$ cat src/rtl/alu_2_issuer.sv
// Initiator side of the type-2 ALU action interface: gathers operands from one PHV, issues a
// single action to the ALU, writes the result back into the destination container and emits the PHV.
module alu_2_issuer #(
  parameter int unsigned ACTION_LEN = 25,
  parameter int unsigned DATA_WIDTH = 32,
  parameter int unsigned NUM_CONT   = 8,
  parameter int unsigned TIMEOUT    = 8
) (
  input  logic                           clk,
  input  logic                           rst_n,
  input  logic [NUM_CONT*DATA_WIDTH-1:0] phv_in,
  input  logic [ACTION_LEN-1:0]          action_word,
  input  logic                           phv_in_valid,
  output logic                           phv_in_ready,
  output logic [NUM_CONT*DATA_WIDTH-1:0] phv_out,
  output logic                           phv_out_valid,
  input  logic                           phv_out_ready,
  output logic [ACTION_LEN-1:0]          alu_action,
  output logic                           alu_action_valid,
  output logic [DATA_WIDTH-1:0]          alu_op1,
  output logic [DATA_WIDTH-1:0]          alu_op2,
  output logic [DATA_WIDTH-1:0]          alu_op3,
  input  logic [DATA_WIDTH-1:0]          alu_container,
  input  logic                           alu_container_valid,
  output logic                           timeout_err
);

  localparam int unsigned PhvW = NUM_CONT * DATA_WIDTH;
  localparam int unsigned CntW = $clog2(TIMEOUT + 1);

  typedef enum logic [1:0] {StIdle, StIssue, StWait, StOut} state_e;

  state_e                state_q, state_d;
  logic [PhvW-1:0]       phv_q, phv_d;
  logic [ACTION_LEN-1:0] act_q, act_d;
  logic [DATA_WIDTH-1:0] op1_q, op1_d;
  logic [DATA_WIDTH-1:0] op2_q, op2_d;
  logic [DATA_WIDTH-1:0] op3_q, op3_d;
  logic [CntW-1:0]       cnt_q, cnt_d;
  logic                  to_q, to_d;

  logic [3:0]            in_opcode;
  logic [2:0]            in_dst;
  logic [2:0]            in_src2;
  logic [14:0]           in_imm;
  logic [2:0]            wb_dst;
  logic [DATA_WIDTH-1:0] in_dst_val;
  logic [DATA_WIDTH-1:0] in_src2_val;

  assign in_opcode = action_word[ACTION_LEN-1 -: 4];
  assign in_dst    = action_word[ACTION_LEN-5 -: 3];
  assign in_src2   = action_word[ACTION_LEN-8 -: 3];
  assign in_imm    = action_word[14:0];
  assign wb_dst    = act_q[ACTION_LEN-5 -: 3];

  always_comb begin
    in_dst_val  = '0;
    in_src2_val = '0;
    for (int unsigned i = 0; i < NUM_CONT; i++) begin
      if (32'(in_dst) == i) in_dst_val = phv_in[i*DATA_WIDTH +: DATA_WIDTH];
      if (32'(in_src2) == i) in_src2_val = phv_in[i*DATA_WIDTH +: DATA_WIDTH];
    end
  end

  always_comb begin
    state_d = state_q;
    phv_d   = phv_q;
    act_d   = act_q;
    op1_d   = op1_q;
    op2_d   = op2_q;
    op3_d   = op3_q;
    cnt_d   = cnt_q;
    to_d    = 1'b0;
    unique case (state_q)
      StIdle: begin
        if (phv_in_valid) begin
          phv_d = phv_in;
          act_d = action_word;
          op1_d = in_dst_val;
          op3_d = in_dst_val;
          // Only register-register add/sub take op2 from a container.
          if (in_opcode == 4'b0001 || in_opcode == 4'b0010) op2_d = in_src2_val;
          else                                              op2_d = DATA_WIDTH'(in_imm);
          state_d = (in_opcode == 4'b0000) ? StOut : StIssue;
        end
      end
      StIssue: begin
        cnt_d   = '0;
        state_d = StWait;
      end
      StWait: begin
        cnt_d = cnt_q + CntW'(1);
        if (alu_container_valid) begin
          for (int unsigned i = 0; i < NUM_CONT; i++) begin
            if (32'(wb_dst) == i) phv_d[i*DATA_WIDTH +: DATA_WIDTH] = alu_container;
          end
          state_d = StOut;
        end else if (cnt_q == CntW'(TIMEOUT - 1)) begin
          to_d    = 1'b1;
          state_d = StOut;
        end
      end
      StOut: begin
        if (phv_out_ready) state_d = StIdle;
      end
      default: state_d = StIdle;
    endcase
  end

  always_ff @(posedge clk or negedge rst_n) begin
    if (!rst_n) begin
      state_q <= StIdle;
      phv_q   <= '0;
      act_q   <= '0;
      op1_q   <= '0;
      op2_q   <= '0;
      op3_q   <= '0;
      cnt_q   <= '0;
      to_q    <= 1'b0;
    end else begin
      state_q <= state_d;
      phv_q   <= phv_d;
      act_q   <= act_d;
      op1_q   <= op1_d;
      op2_q   <= op2_d;
      op3_q   <= op3_d;
      cnt_q   <= cnt_d;
      to_q    <= to_d;
    end
  end

  assign phv_in_ready     = (state_q == StIdle);
  assign alu_action_valid = (state_q == StIssue);
  assign phv_out_valid    = (state_q == StOut);
  assign phv_out          = phv_q;
  assign alu_action       = act_q;
  assign alu_op1          = op1_q;
  assign alu_op2          = op2_q;
  assign alu_op3          = op3_q;
  assign timeout_err      = to_q;

endmodule

$ cat config.mk
export PLATFORM = sky130hd
export DESIGN_NAME = alu_2_issuer
export DESIGN_NICKNAME = d
export VERILOG_FILES = /design/src/rtl/alu_2_issuer.sv
export SDC_FILE = /design/constraint.sdc
export NUM_CORES = 1
export LEC_CHECK = 0
export ABC_CLOCK_PERIOD_IN_PS = 5200
export CAP_MARGIN = 15
export CORE_AREA = 2 2 269 271
export CTS_CLUSTER_SIZE = 10
export DETAILED_ROUTE_END_ITERATION = 6
export DIE_AREA = 0 0 271 273
export SYNTH_ARGS = -nofsm -noshare
export SYNTH_HDL_FRONTEND = slang
export SYNTH_SLANG_ARGS = --single-unit
$ cat constraint.sdc
create_clock -name clk -period 5.2 [get_ports clk]
set_clock_uncertainty 0.1 [all_clocks]
set_input_delay 0.78 -clock clk [delete_from_list [all_inputs] [get_ports clk]]
set_output_delay 0.78 -clock clk [all_outputs]
set_load 0.01 [all_outputs]
==> results.md <==
* Outcome: finished, final reports clean
* Seq/Total Area, Yosys at 44.45%
* Largest net degree at the start of global routing at 134
* Setup violations, final at 0
* Startpoint of the worst register-to-register path: state_q[0]
* CP max stage cell: nand3_1
* Gr usage total at 29.26%
* Post-synthesis cell count at 2,256
* Clock-pin slew on the worst setup and hold paths at 60 ps
* Drt total wl at 113.2 mm
* CP Max Fanout at 27
* Vias at 21,140
* Final Wtd Congestion at 0.9573
* CP cell instances: inv_1, ha_1, and2_4, nand3_1, o221ai_1, o21ba_2
* Crit path DAT at 3740 ps
* Hold-fix buffers, CTS at 0
* Worst Setup Start Kind: register
* Max-slew violation count at 0
* Slew @ Worst Pin at 1160 ps
* Grt ovf at 0
* Cell Rows at 98
* Via density per instance at 5.621
* # DRC at 0
* Tmin final at 3367 ps
* Layout area overhead at 43.66%
* Critical path class: reg2reg
* First-pass GRT wire length at 156.7 mm
* IO Port Bufs at 698
* Area contributors post-synth: dfrtp_1 44%, a21oi_1 14%, nor2_1 5.5%
* FFs w/ async S/R, synth at 100.0%
* Total chip power at 17,660 uW
* Worst r2r dst: alu_op3[26]
* Initial drt markers at 2,431
* Area leader, netlist: dfrtp_1
* Die width at 271 um
* Routed Antenna Nets at 0
* DPL Wire Length at 85.35 mm
* Syn Std Cell Area at 19,820 sq um
* Dominant synthesized flop cell: dfrtp_1
* Tcrit/Tclk final at 64.74%
* Fmax at 297.0 MHz
* Worst path max stage delay at 900 ps
* I/O pins at 699
* Core Util, Final at 40.10%
* Mean post-synth cell area at 8.783 sq um
* Initial antenna violation count at 22
* RSZ-0062 raised after global routing: no
* Register bit total from synthesis at 352
* Cts bufs inserted at 46
* Initial Util at 27.91%
* Die area at 73,980 sq um
* Leak pwr at 0.01102 uW
* R2R depth at 6
* Root Buffer: clkbuf_16
* Commonest cells in the netlist: 574 x a21oi_1, 352 x dfrtp_1, 288 x nor2_1, 116 x clkbuf_1, 110 x nand2_1
* Nets@finish at 3,097
* HP Class: in2async
* DIE HEIGHT at 273 um
* Number of global-route vias before repair at 20,310
* R2r setup slk at 1830 ps
* Number of distinct library cells after synthesis at 53
* CTS tree: yes
* Buf/Inv on CP at 1
* CORE AREA at 71,000 sq um
* Final WS setup at 1833 ps
* CTS resizes at 0
* CP required at 5580 ps
* EDFF count, synth at 0
* Clk sinks at 352
* Share of layout cells above drive strength 1 at 8.834%
* Ys Warns at 0
* Longest Clk Path Bufs at 3
* Critical Path Sink Type: register
* Post-synth net total at 2,579
* Worst vdd ir at 376.0 uV
* Setup TNS at 0 ps
* Synth top area share at 44.45%
* Worst slack at placement at 1371 ps
* CP top delay family: simple AND/OR/NAND/NOR gates
* DR WL/cell at 30.11 um
* Setup bufs post-CTS at 0
* Clock Latency Late Sink at 580 ps
* Pre-Repair DR Iteration Count at 6
* Slew margin rel. at 22.42%
* Count leader, synth: a21oi_1
* Final hold slack at 102.5 ps
* H-Tree Depth at 2
* Final hold vios at 0
* MaxCap Viol Count at 0
* PwrDens at 620.3 nW/um^2
## placed cells by master, fill, tap and decap left out, types with 5 or more instances in the layout
cell and n:
nand2b_1 32, a211oi_1 8, mux2i_1 29, o221ai_1 38, nand3_1 21, a22o_1 13
and3_1 6, nand3b_1 6, a31o_2 11, a221oi_1 27, dfrtp_1 352, a22oi_1 40
a21oi_2 24, mux2_2 59, and3b_1 11, clkbuf_1 7, clkbuf_8 5, mux4_2 8
o22ai_1 19, a211oi_4 7, nand2_1 109, nor3_1 20, o21ba_2 15, o32ai_1 14
and2_1 35, nor2_1 287, buf_4 32, inv_1 20, nor2b_1 40, nor3b_1 8
diode_2 15, clkdlybuf4s50_1 691, o21ai_0 89, clkbuf_16 47, a21oi_1 574, o221a_2 11
o31ai_1 11, a21o_1 11, a32o_1 15
## logic make-up after synthesis
kind of cell    synth area share, %
compound gates                28.72
simple gates                  13.54
flops                         44.45
buf+inv                       7.085
mux                           5.841
fa+ha+maj                    0.3157
xor+xnor                    0.04421
## worst max path at each step
stage	slack [ps]	from	endpoint	cells after the start
2_1_floorplan	2960	action_word[18]	alu_op3[12]	6
3_3_place_gp	1420	phv_in_valid	alu_op3[24]	5
3_5_place_dp	1370	phv_in_valid	alu_op3[14]	5
4_1_cts	1860	state_q[0]	alu_op3[14]	6
5_1_grt	1660	state_q[0]	alu_op3[19]	6
6_report	1830	state_q[0]	alu_op3[26]	6
## final cells by class
type / instances / area (sq um)
clock inverters: 11 / 167.7
inverters: 22 / 90.09
repair buffers: 730 / 7279
clock buffers: 59 / 1271
flip-flops and latches: 352 / 8808
well taps: 950 / 1189
fillers: 7022 / 42530
multi-input cells: 1622 / 9623
diodes: 15 / 37.54
## sequential cells by signal (all words and copies together), names as in the netlist
signal / cells
alu_op2: 32
timeout_err: 1
alu_op3: 32
phv_out: 256
alu_action: 25
state_q: 2
cnt_q: 4
## power breakdown
| part | leakage, uW | total, uW | internal (uW) | switching [uW] |
|---|---|---|---|---|
| registers | 0.00402 | 5060 | 4110 | 950 |
| clock network | 0.000701 | 3220 | 1900 | 1330 |
| logic | 0.00630 | 9370 | 4210 | 5160 |
## metal layers
layer  vias to the layer above  GRT usage (%)  wire length [um]
met4                        12          9.494              3578
met3                       193          6.959             11030
met2                      1306          41.78             47720
met1                     10530          43.00             50830
met5                         -              0                71
li1                       9103              -                 -
## metrics by stage
stage	cells	cell area, sq um
after floorplan	2256	19820
after global placement	3674	26950
after detailed placement	3675	26970
after CTS	3745	28410
after global routing	3759	28460
final	3761	28470
(Power assumes the default switching activity.)
